`src/rtl/router_input_unit.sv`:
```
// router_input_unit
//   Per-port input stage of a mesh router. Incoming flits are buffered in a
//   FIFO. The head flit's destination is presented to routing computation.
//   The returned output port is latched and requested from the switch
//   allocator. The packet is then forwarded wormhole-style up to its tail
//   flit. One credit is returned upstream for every flit popped.
//
// Ports
//   clk, rst_n   clock, asynchronous active-low reset
//   en           FSM / pop enable (also fed to the routing stage)
//   in_valid     upstream flit valid
//   in_flit      upstream flit
//   in_ready     FIFO has space (registered)
//   rc_dst       destination of the current head flit, to routing stage
//   rc_port      output port returned by the routing stage
//   req          switch-allocation request
//   req_port     requested output port (latched rc_port)
//   grant        allocator grant; out_flit consumed when out_valid=1
//   out_valid    flit available for the crossbar
//   out_flit     FIFO head flit
//   credit_out   one-cycle pulse per popped flit
//   err_drop     one-cycle pulse per discarded orphan non-head flit
//
// Flit format: [FLIT_W-1:FLIT_W-2] type (00 body, 01 head, 10 tail,
// 11 head+tail); head destination in [FLIT_W-3:FLIT_W-5].

module router_input_unit #(
  parameter int unsigned FLIT_W = 16,
  parameter int unsigned DEPTH  = 4,
  parameter int unsigned RC_LAT = 1
) (
  input  logic              clk,
  input  logic              rst_n,
  input  logic              en,
  input  logic              in_valid,
  input  logic [FLIT_W-1:0] in_flit,
  output logic              in_ready,
  output logic [2:0]        rc_dst,
  input  logic [2:0]        rc_port,
  output logic              req,
  output logic [2:0]        req_port,
  input  logic              grant,
  output logic              out_valid,
  output logic [FLIT_W-1:0] out_flit,
  output logic              credit_out,
  output logic              err_drop
);

  localparam int unsigned AW = $clog2(DEPTH);
  localparam int unsigned CW = AW + 1;

  typedef enum logic [1:0] {
    S_IDLE = 2'd0,
    S_RC   = 2'd1,
    S_XFER = 2'd2
  } state_t;

  // FIFO storage and bookkeeping
  logic [FLIT_W-1:0] r_mem [DEPTH];
  logic [AW-1:0]     r_wptr;
  logic [AW-1:0]     r_rptr;
  logic [CW-1:0]     r_count;
  logic              r_in_ready;

  // Control state
  state_t            r_state;
  logic [1:0]        r_rc_cnt;
  logic [2:0]        r_rc_dst;
  logic [2:0]        r_req_port;
  logic              r_req;
  logic              r_credit;
  logic              r_err_drop;

  logic [FLIT_W-1:0] w_head;
  logic              w_empty;
  logic              w_head_is_head;
  logic              w_head_is_tail;
  logic              w_push;
  logic              w_xfer_pop;
  logic              w_drop_pop;
  logic              w_pop;
  logic [CW-1:0]     w_count_nxt;

  assign w_head         = r_mem[r_rptr];
  assign w_empty        = (r_count == '0);
  // Type bit FLIT_W-2 marks a head (01/11), bit FLIT_W-1 marks a tail (10/11).
  assign w_head_is_head = w_head[FLIT_W-2];
  assign w_head_is_tail = w_head[FLIT_W-1];

  assign w_push     = in_valid && r_in_ready;
  assign w_xfer_pop = en && (r_state == S_XFER) && grant && !w_empty;
  assign w_drop_pop = en && (r_state == S_IDLE) && !w_empty && !w_head_is_head;
  assign w_pop      = w_xfer_pop || w_drop_pop;

  assign w_count_nxt = r_count + CW'(w_push) - CW'(w_pop);

  // Storage has no reset; validity is tracked entirely by r_count.
  always_ff @(posedge clk) begin
    if (w_push) begin
      r_mem[r_wptr] <= in_flit;
    end
  end

  // in_ready comes from the next-state count, so a pop never frees space
  // for a push in the same cycle.
  always_ff @(posedge clk or negedge rst_n) begin
    if (!rst_n) begin
      r_wptr     <= '0;
      r_rptr     <= '0;
      r_count    <= '0;
      r_in_ready <= 1'b1;
    end else begin
      if (w_push) r_wptr <= r_wptr + 1'b1;
      if (w_pop)  r_rptr <= r_rptr + 1'b1;
      r_count    <= w_count_nxt;
      r_in_ready <= (w_count_nxt != CW'(DEPTH));
    end
  end

  always_ff @(posedge clk or negedge rst_n) begin
    if (!rst_n) begin
      r_state    <= S_IDLE;
      r_rc_cnt   <= '0;
      r_rc_dst   <= '0;
      r_req_port <= '0;
      r_req      <= 1'b0;
    end else if (en) begin
      case (r_state)
        S_IDLE: begin
          if (!w_empty && w_head_is_head) begin
            r_rc_dst <= w_head[FLIT_W-3:FLIT_W-5];
            r_rc_cnt <= '0;
            r_state  <= S_RC;
          end
        end
        S_RC: begin
          if (r_rc_cnt == 2'(RC_LAT)) begin
            r_req_port <= rc_port;
            r_req      <= 1'b1;
            r_state    <= S_XFER;
          end else begin
            r_rc_cnt <= r_rc_cnt + 1'b1;
          end
        end
        S_XFER: begin
          if (w_xfer_pop && w_head_is_tail) begin
            r_req   <= 1'b0;
            r_state <= S_IDLE;
          end
        end
        default: begin
          r_req   <= 1'b0;
          r_state <= S_IDLE;
        end
      endcase
    end
  end

  always_ff @(posedge clk or negedge rst_n) begin
    if (!rst_n) begin
      r_credit   <= 1'b0;
      r_err_drop <= 1'b0;
    end else begin
      r_credit   <= w_pop;
      r_err_drop <= w_drop_pop;
    end
  end

  assign in_ready   = r_in_ready;
  assign rc_dst     = r_rc_dst;
  assign req        = r_req;
  assign req_port   = r_req_port;
  assign out_valid  = (r_state == S_XFER) && !w_empty;
  assign out_flit   = w_head;
  assign credit_out = r_credit;
  assign err_drop   = r_err_drop;

endmodule

```
`config.mk`:
```
export PLATFORM = sky130hd
export DESIGN_NAME = router_input_unit
export DESIGN_NICKNAME = d
export VERILOG_FILES = /design/src/rtl/router_input_unit.sv
export SDC_FILE = /design/constraint.sdc
export NUM_CORES = 1
export LEC_CHECK = 0
export CELL_PAD_IN_SITES_DETAIL_PLACEMENT = 0
export CELL_PAD_IN_SITES_GLOBAL_PLACEMENT = 1
export CORE_MARGIN = 3
export CORE_UTILIZATION = 50
export CTS_BUF_LIST = sky130_fd_sc_hd__clkbuf_2
export DETAILED_ROUTE_END_ITERATION = 12
export PLACE_DENSITY = 0.92
export SLEW_MARGIN = 20
export SYNTH_ARGS = -nofsm -noshare
export SYNTH_HDL_FRONTEND = slang
export SYNTH_SLANG_ARGS = --single-unit
```
`constraint.sdc`:
```
create_clock -name clk -period 4.6 [get_ports clk]
set_clock_uncertainty 0.2 [all_clocks]
set_input_delay 0.69 -clock clk [delete_from_list [all_inputs] [get_ports clk]]
set_output_delay 0.69 -clock clk [all_outputs]
set_load 0.01 [all_outputs]
```
==> results of run 1 <==
[through the flow]
step	utilization	cells	instance area [um2]	total power [uW]	hold WS, ns
finish	0.632	325	4080	2460	0.309
global route	0.632	325	4080	2630	0.363
CTS	0.631	324	4080	2490	0.318
detailed placement	0.613	308	3960	2110	0.267
global placement	0.613	308	3960	2090	0.258
floorplan	-	185	3380	1700	0.194
[cells by family (layout without fill, tap and decap cells)]
logic type                 after synthesis  in the layout  synth area share
AOI/OAI and AO/OA                       15             15            0.0296
xor gates and xnor gates                 4              4            0.0104
muxes                                   22             22             0.132
DFF                                     85             85             0.725
buffers and inverters                   14             77            0.0185
and+or+nand+nor                         37             37            0.0526
adders and majority gates                8              8            0.0319
[worst max-delay path, stage by stage (launching register included)]
cell,delay [ns]
dfrtp_1,0.43
buf_4,0.32
mux4_1,0.65
clkdlybuf4s50_1,0.51
[power by group through the flow]
stage / logic (uW) / registers (uW) / clock network (uW)
6_report: 953 / 1130 / 378
5_1_grt: 1040 / 1150 / 436
4_1_cts: 973 / 1130 / 393
3_5_place_dp: 967 / 1150 / 0
3_3_place_gp: 953 / 1140 / 0
2_1_floorplan: 574 / 1130 / 0
[cell type report]
type,instances,area (um2)
clock inverter,7,76.3
timing repair buffer,53,520
sequential,85,2450
clock buffer,9,45.0
fill,496,2380
inverter,8,30.0
tap,77,96.3
multi-input combinational,86,866
[metal layers]
| layer | wire length, um | track usage | vias to the layer above |
|---|---|---|---|
| met5 | 0 | 0 | - |
| met3 | 218 | 0.0499 | 9 |
| met2 | 2660 | 0.228 | 36 |
| met1 | 2460 | 0.214 | 889 |
| met4 | 101 | 0.0563 | 0 |
| li1 | - | - | 837 |
[placed cells by master, fill, tap and decap left out, drive strengths merged, types with 5 or more instances in the layout]
cell and count:
edfxtp 64, clkdlybuf4s50 49, nand2 20, dfrtp 20, mux4 16, inv 12, clkbuf 9, ha 7
mux2 5, and3 5
[flip-flops by register name, summed over array words and instances, names as in the netlist]
| signal | flops |
|---|---|
| err_drop | 1 |
| credit_out | 1 |
| r_wptr | 2 |
| rc_dst | 3 |
| r_state | 2 |
| r_rc_cnt | 2 |
| req | 1 |
| r_mem | 64 |
| r_count | 3 |
| req_port | 3 |
| in_ready | 1 |
| r_rptr | 2 |
[path summary, 6_finish.rpt]
path	from	to	slack, ns	cells past startpoint
setup / recovery	r_rptr[0]$_DFFE_PN0N_	out_flit[11]	1.29	3
hold / removal	req_port[2]$_DFFE_PN0P_	req_port[2]$_DFFE_PN0P_	0.31	2
setup reg to reg	r_rptr[1]$_DFFE_PN0N_	in_ready$_DFF_PN1_	1.73	11
hold reg to reg	req_port[2]$_DFFE_PN0P_	req_port[2]$_DFFE_PN0P_	0.31	2
max in group asynchronous	rst_n	in_ready$_DFF_PN1_	3.45	2
min in group asynchronous	rst_n	r_count[0]$_DFF_PN0_	0.41	2
[timing repair]
| item | CTS | global route |
|---|---|---|
| hold endpoints to repair | 0 | 20 |
| resized for setup | 0 | 0 |
| hold buffers | 0 | 1 |
==> flow_summary.toml, run 1 <==
[placement]
port-buffer-count = 50
dp_hpwl_um = 3610
place_ws_ns = 1.26
gp_congestion = 0.719

[drt]
ant_nets = 0
viasPerCell = 5.45
wirelength_um = 5430
dr.pass1.iters = 4
post-route-drc-count = 0
drtIter0Drc = 89
wl_per_cell_um = 16.7
vias = 1771

[min_path]
min_path_type = "reg -> reg"

[yosys]
ys.warnings.count = 0
synth.distinct_cells = 37
synth_flop_cell = "edfxtp_1"
synth.cell_area_um2 = 3380
ys_seq_area_frac = 0.725
synth_area_leader_cell = "edfxtp_1"
ys_ff_latch = 85
netlist.area_leader.share = 0.569
yosys-top-cells-count = "edfxtp_1 (64), dfrtp_1 (20), nand2_1 (20)"
synth_nets = 217
syn_inst = 185
synth_async_sr_flop_share = 0.247
synth_edf_count = 64
synth.most_common_cell = "edfxtp_1"
yosys-top-cells-area = "edfxtp_1 (57%), dfrtp_1 (15%), mux4_2 (7.3%), mux4_1 (3.9%), ha_1 (2.6%)"
syn_avg_cell_area_um2 = 18.3

[setup_path]
crit_path_max_fanout = 17
crit_path_start_kind = "flip-flop"
crit_type = "reg -> out"
end_kind = "output port"
arrival_ns = 2.42
required_ns = 3.71

[die]
start_util = 0.523
die-area_um2 = 7780
die_x_um = 88.2
core_area_um2 = 6460
row_count = 29
ios = 51
die_y_um = 88.2

[clocking]
cts_sinks = 85
cts_root_buf = "clkbuf_2"
clkLatencyLatePin_ns = 0.52
cts_buffers = 9
path_clk_slew_ns = 0.25
cts.path.max_buffers = 2
post_cts_buffers = 0
cts_max_level = 3
cts_tree = "yes"

[flow_run]
cap_violations = 0

[global_routing]
grt_max_degree = 22
grt_pass1_vias = 1723
antenna_found_initial = 0
grt_usage = 0.153
grt_pass1_wl_um = 8670
overflow = 0

[power]
switching_share = 0.332
p_switching_uw = 815
cellPowerDensity_nw_per_um2 = 602
vdd_drop_max_mv = 0.329
pwr-share-seq = 0.458
p_int_uw = 1640
p_comb_frac = 0.388
p_clk_frac = 0.154
leakagePower_uw = 0.00151

[sta]
setup_ws_ns = 1.29
tns_ns = 0
setup_viol = 0
rsz0062_at_grt = "false"
max_freq_mhz = 302
tightestPinTransition_ns = 0.846
min_period_ns = 3.31
finalCritPeriodShare = 0.720
final_max_slew_viol_count = 0
hold_viol = 0
relSlewSlack = 0.436

[run_status]
status = "finished, final reports clean"

[final_layout]
finalNetCount = 275
drive_gt1_frac = 0.157
areaGrowthSynthToFinish_pct = 20.9
n_antenna_cell = 0
Power figures use the tool's default switching activity.
==> run 2, diff against run 1 <==
CORE_UTILIZATION = 43   (was 50)
PLACE_DENSITY = 0.84   (was 0.92)
clock period = 2.95 ns   (was 4.6 ns; I/O delays follow)
==> flow_summary.toml, run 2 (synthesized netlist as in run 1, its figures left out) <==
[drt]
post-route-drc-count = 0
wl_per_cell_um = 17.0
ant_nets = 0
vias = 1831
dr.pass1.iters = 4
drtIter0Drc = 79
viasPerCell = 5.09
wirelength_um = 6110

[final_layout]
areaGrowthSynthToFinish_pct = 26.1
top_register = "r_mem"
n_antenna_cell = 0
final_cells = 360
finalNetCount = 288
finish.utilization = 0.572
mostFrequentLayoutCells = "edfxtp_1 (64), clkdlybuf4s50_1 (46), nand2_1 (20)"
drive_gt1_frac = 0.207
largest_reg_flops = 64
layout_commonest_cell = "edfxtp_1"

[global_routing]
antenna_found_initial = 0
grt_usage = 0.145
grt_max_degree = 22
grt_pass1_wl_um = 9410
overflow = 0
grt_pass1_vias = 1866

[die]
core_area_um2 = 7450
ios = 51
die_x_um = 94.6
row_count = 31
start_util = 0.453
die-area_um2 = 8950
die_y_um = 94.6

[sta]
final_max_slew_viol_count = 0
setup_ws_ns = 0.0874
hold_viol = 0
min_period_ns = 2.86
setup_viol = 0
finalCritPeriodShare = 0.970
tightestPinTransition_ns = 0.458
relSlewSlack = 0.693
max_freq_mhz = 349

[setup_path]
crit_path_max_fanout = 9
end_kind = "output port"
crit_type = "reg -> out"
reg2reg_slack_ns = 0.15
crit_path_start_kind = "flip-flop"
required_ns = 2.31
arrival_ns = 2.22

[power]
leakagePower_uw = 0.00163
vdd_drop_max_mv = 0.523
cellPowerDensity_nw_per_um2 = 944

[clocking]
cts_root_buf = "clkbuf_2"
cts_max_level = 3
cts.path.max_buffers = 2
cts_sinks = 85
cts_tree = "yes"
clkLatencyLatePin_ns = 0.51
path_clk_slew_ns = 0.24
cts_buffers = 9

[flow_run]
cap_violations = 0

[placement]
port-buffer-count = 50
dp_hpwl_um = 4000
gp_congestion = 0.769
dp.cells = 340
place_ws_ns = -0.0414

[run_status]
status = "finished, final reports clean"

[min_path]
min_path_type = "in -> reg"
-- run 2: critical path, stage by stage, from the launching register on --
cell	delay [ns]
dfrtp_2	0.48
buf_12	0.16
buf_4	0.12
mux4_2	0.48
clkdlybuf4s50_1	0.49
-- run 2: metrics by stage --
| stage | area [um2] | total power, uW | setup TNS [ns] | hold WS (ns) |
|---|---|---|---|---|
| after global placement | 4060 | 3330 | 0 | 0.265 |
| after floorplan | 3380 | 2660 | 0 | -0.0531 |
| after global routing | 4260 | 4270 | -0.0309 | 0.162 |
| after detailed placement | 4060 | 3380 | -0.0414 | 0.274 |
| after CTS | 4210 | 4030 | 0 | 0.168 |
| final | 4260 | 4020 | 0 | 0.222 |
-- run 2: path summary, 6_finish.rpt --
| kind | to | cells past startpoint | from |
|---|---|---|---|
| min | req_port[0]$_DFFE_PN0P_ | 3 | rc_port[0] |
| max | out_flit[10] | 4 | r_rptr[0]$_DFFE_PN0N_ |
| min in group asynchronous | credit_out$_DFF_PN0_ | 3 | rst_n |
| min reg2reg | req$_DFFE_PN0P_ | 1 | req$_DFFE_PN0P_ |
| max reg2reg | in_ready$_DFF_PN1_ | 11 | r_count[1]$_DFF_PN0_ |
| max in group asynchronous | in_ready$_DFF_PN1_ | 3 | rst_n |
-- run 2: metal layers --
metal | track usage | part of all wire | vias up
met5 | 0 | 0 | -
met4 | 0.0757 | 0.022 | 0
met1 | 0.187 | 0.41 | 928
met3 | 0.0279 | 0.041 | 11
met2 | 0.233 | 0.52 | 38
li1 | - | - | 854
-- run 2: what timing repair did --
item | 4_1_cts | 5_1_grt
hold buffers | 1 | 0
resized for setup | 4 | 7
cloned | 0 | 1
endpoints found under the setup margin | 15 | 8
hold endpoints to repair | 6 | 0
buffers inserted | 1 | 1
-- run 2: power by group --
group	switching (uW)	internal, uW
Sequential	144	1610
Combinational	735	909
Clock	410	211
-- run 2: cell type report --
class / instances / area, um2
tap: 99 / 124
clock buffer: 9 / 45.0
timing repair buffer: 66 / 663
fill: 587 / 3190
multi-input combinational: 86 / 866
inverter: 8 / 30.0
sequential: 85 / 2450
clock inverter: 7 / 81.3
==> run 3, diff against run 2 <==
--- a/config.mk
+++ b/config.mk
@@ -12,4 +12,5 @@
 export CTS_BUF_LIST = sky130_fd_sc_hd__clkbuf_2
 export DETAILED_ROUTE_END_ITERATION = 12
+export MAX_ROUTING_LAYER = met4
 export PLACE_DENSITY = 0.84
 export SLEW_MARGIN = 20
==> constraint.sdc (replaced) <==
create_clock -name clk -period 2.95 [get_ports clk]
set_clock_uncertainty 0.2 [all_clocks]
set_input_delay 0.295 -clock clk [delete_from_list [all_inputs] [get_ports clk]]
set_output_delay 0.295 -clock clk [all_outputs]
set_load 0.01 [all_outputs]
==> flow_summary.toml, run 3 (synthesized netlist as in run 1, its figures left out) <==
[run_status]
status = "finished, final reports clean"

[flow_run]
cap_violations = 0

[placement]
gp_congestion = 0.783
dp_hpwl_um = 4000
place_ws_ns = 0.0189
port-buffer-count = 50
dp.cells = 337

[sta]
setup_ws_ns = 0.174
final_max_slew_viol_count = 0
setup_viol = 0
min_period_ns = 2.78
timing.hold.ws_ns = 0.113
relSlewSlack = 0.737
max_freq_mhz = 360
rsz0062_at_grt = "false"
tns_ns = 0
tightestPinTransition_ns = 0.391
finalCritPeriodShare = 0.941
hold_viol = 0

[die]
die_y_um = 94.6
row_count = 31
die-area_um2 = 8950
ios = 51
die_x_um = 94.6
start_util = 0.453
core_area_um2 = 7450

[final_layout]
fillers = 607
final_cells = 355
mostFrequentLayoutCells = "edfxtp_1 (64), clkdlybuf4s50_1 (50), nand2_1 (20)"
finalNetCount = 283
finish.utilization = 0.565
top_register = "r_mem"
largest_reg_flops = 64
drive_gt1_frac = 0.200
layout_commonest_cell = "edfxtp_1"
areaGrowthSynthToFinish_pct = 24.6

[drt]
viasPerCell = 4.97
dr.pass1.iters = 4
drtIter0Drc = 126
post-route-drc-count = 0
wl_per_cell_um = 16.7
vias = 1766
ant_nets = 0
wirelength_um = 5910

[clocking]
cts_buffers = 9
path_clk_slew_ns = 0.21
clkLatencyLatePin_ns = 0.49
cts_max_level = 3
cts_sinks = 85
cts_root_buf = "clkbuf_2"
cts_tree = "yes"
cts.path.max_buffers = 2

[setup_path]
end_kind = "flip-flop"
arrival_ns = 3.01
slowest_stage = "dfrtp_2"
worstPathCellList = "or3_4 > o2111a_1 > a21boi_2 > ha_1 > inv_1 > ha_1 > inv_1 > fa_2 > xnor2_2 > xnor2_2 > nand3b_1"
crit_type = "reg -> reg"
cp_slowest_stage_delay_ns = 0.48
crit_path_start_kind = "flip-flop"
crit_path_max_fanout = 4
required_ns = 3.19

[global_routing]
overflow = 0
grt_pass1_wl_um = 9420
grt_usage = 0.150
antenna_found_initial = 1
grt_pass1_vias = 1782
grt_max_degree = 22

[power]
p_comb_frac = 0.412
cellPowerDensity_nw_per_um2 = 942
p_int_uw = 2710
p_switching_uw = 1260
pwr-share-seq = 0.441
switching_share = 0.317
p_clk_frac = 0.147
leakagePower_uw = 0.00156
vdd_drop_max_mv = 0.370

[min_path]
min_path_type = "in -> reg"
-- run 3: cell types whose count changed in the layout (fill, tap and decap cells not counted), moves of 2 or more --
cell and change:
buf_4 -4, clkdlybuf4s50_1 +4, dlymetal6s2s_1 -4, xnor2_1 -2, xnor2_2 +2
-- run 3: what timing repair did --
action	4_1_cts	5_1_grt
gates resized for setup	1	9
setup buffers	0	1
endpoints found under the hold margin	20	0
hold buffers	1	0
gates cloned	0	0
endpoints found under the setup margin	1	5
pin swaps	0	1
-- run 3: worst paths after layout --
| path | startpoint | end | slack, ns | cells past startpoint |
|---|---|---|---|---|
| min in group asynchronous | rst_n | r_wptr[1]$_DFFE_PN0P_ | 0.46 | 3 |
| max in group asynchronous | rst_n | in_ready$_DFF_PN1_ | 1.82 | 3 |
| hold reg to reg | req$_DFFE_PN0P_ | req$_DFFE_PN0P_ | 0.31 | 1 |
| hold / removal | rc_port[1] | req_port[1]$_DFFE_PN0P_ | 0.11 | 3 |
| setup / recovery | r_count[1]$_DFF_PN0_ | in_ready$_DFF_PN1_ | 0.17 | 11 |
| setup reg to reg | r_count[1]$_DFF_PN0_ | in_ready$_DFF_PN1_ | 0.17 | 11 |
-- run 3: layout make-up --
class                      count  area, um2  share of cell area
tap                           99        124              0.0294
inverter                       8       30.0             0.00714
clock buffer                  10       50.0              0.0119
multi-input combinational     86        892               0.212
timing repair buffer          61        598               0.142
antenna                        1       2.50            0.000595
sequential                    85       2450               0.582
clock inverter                 5       60.1              0.0143
-- run 3: per-layer routing --
layer | wire length [um] | vias up | track usage
met3 | 174 | 7 | 0.0271
met4 | 100 | 0 | 0.0865
li1 | - | 848 | -
met1 | 2740 | 881 | 0.197
met2 | 2900 | 30 | 0.220
met5 | 0 | - | -
-- run 3: critical path: cells and delay by family (launching register included) --
| kind | cells | cell delay (ns) |
|---|---|---|
| AND/OR/NAND/NOR | 2 | 0.52 |
| adder cells (fa/ha/maj) | 3 | 0.74 |
| AO/OA/AOI/OAI | 2 | 0.32 |
| XOR/XNOR | 2 | 0.36 |
| flip-flops | 1 | 0.48 |
| buffers and inverters | 2 | 0.10 |
-- run 3: power groups by stage --
stage / sequential [uW] / clock [uW] / combinational, uW
floorplan: 1760 / 0 / 895
global placement: 1760 / 0 / 1560
detailed placement: 1770 / 0 / 1570
CTS: 1740 / 600 / 1590
global route: 1790 / 648 / 1770
finish: 1750 / 581 / 1630
-- run 3: through the flow --
stage          instance area (um2)  total power [uW]
2_1_floorplan                 3380              2660
3_3_place_gp                  4040              3310
3_5_place_dp                  4040              3340
4_1_cts                       4160              3930
5_1_grt                       4210              4200
6_report                      4210              3960
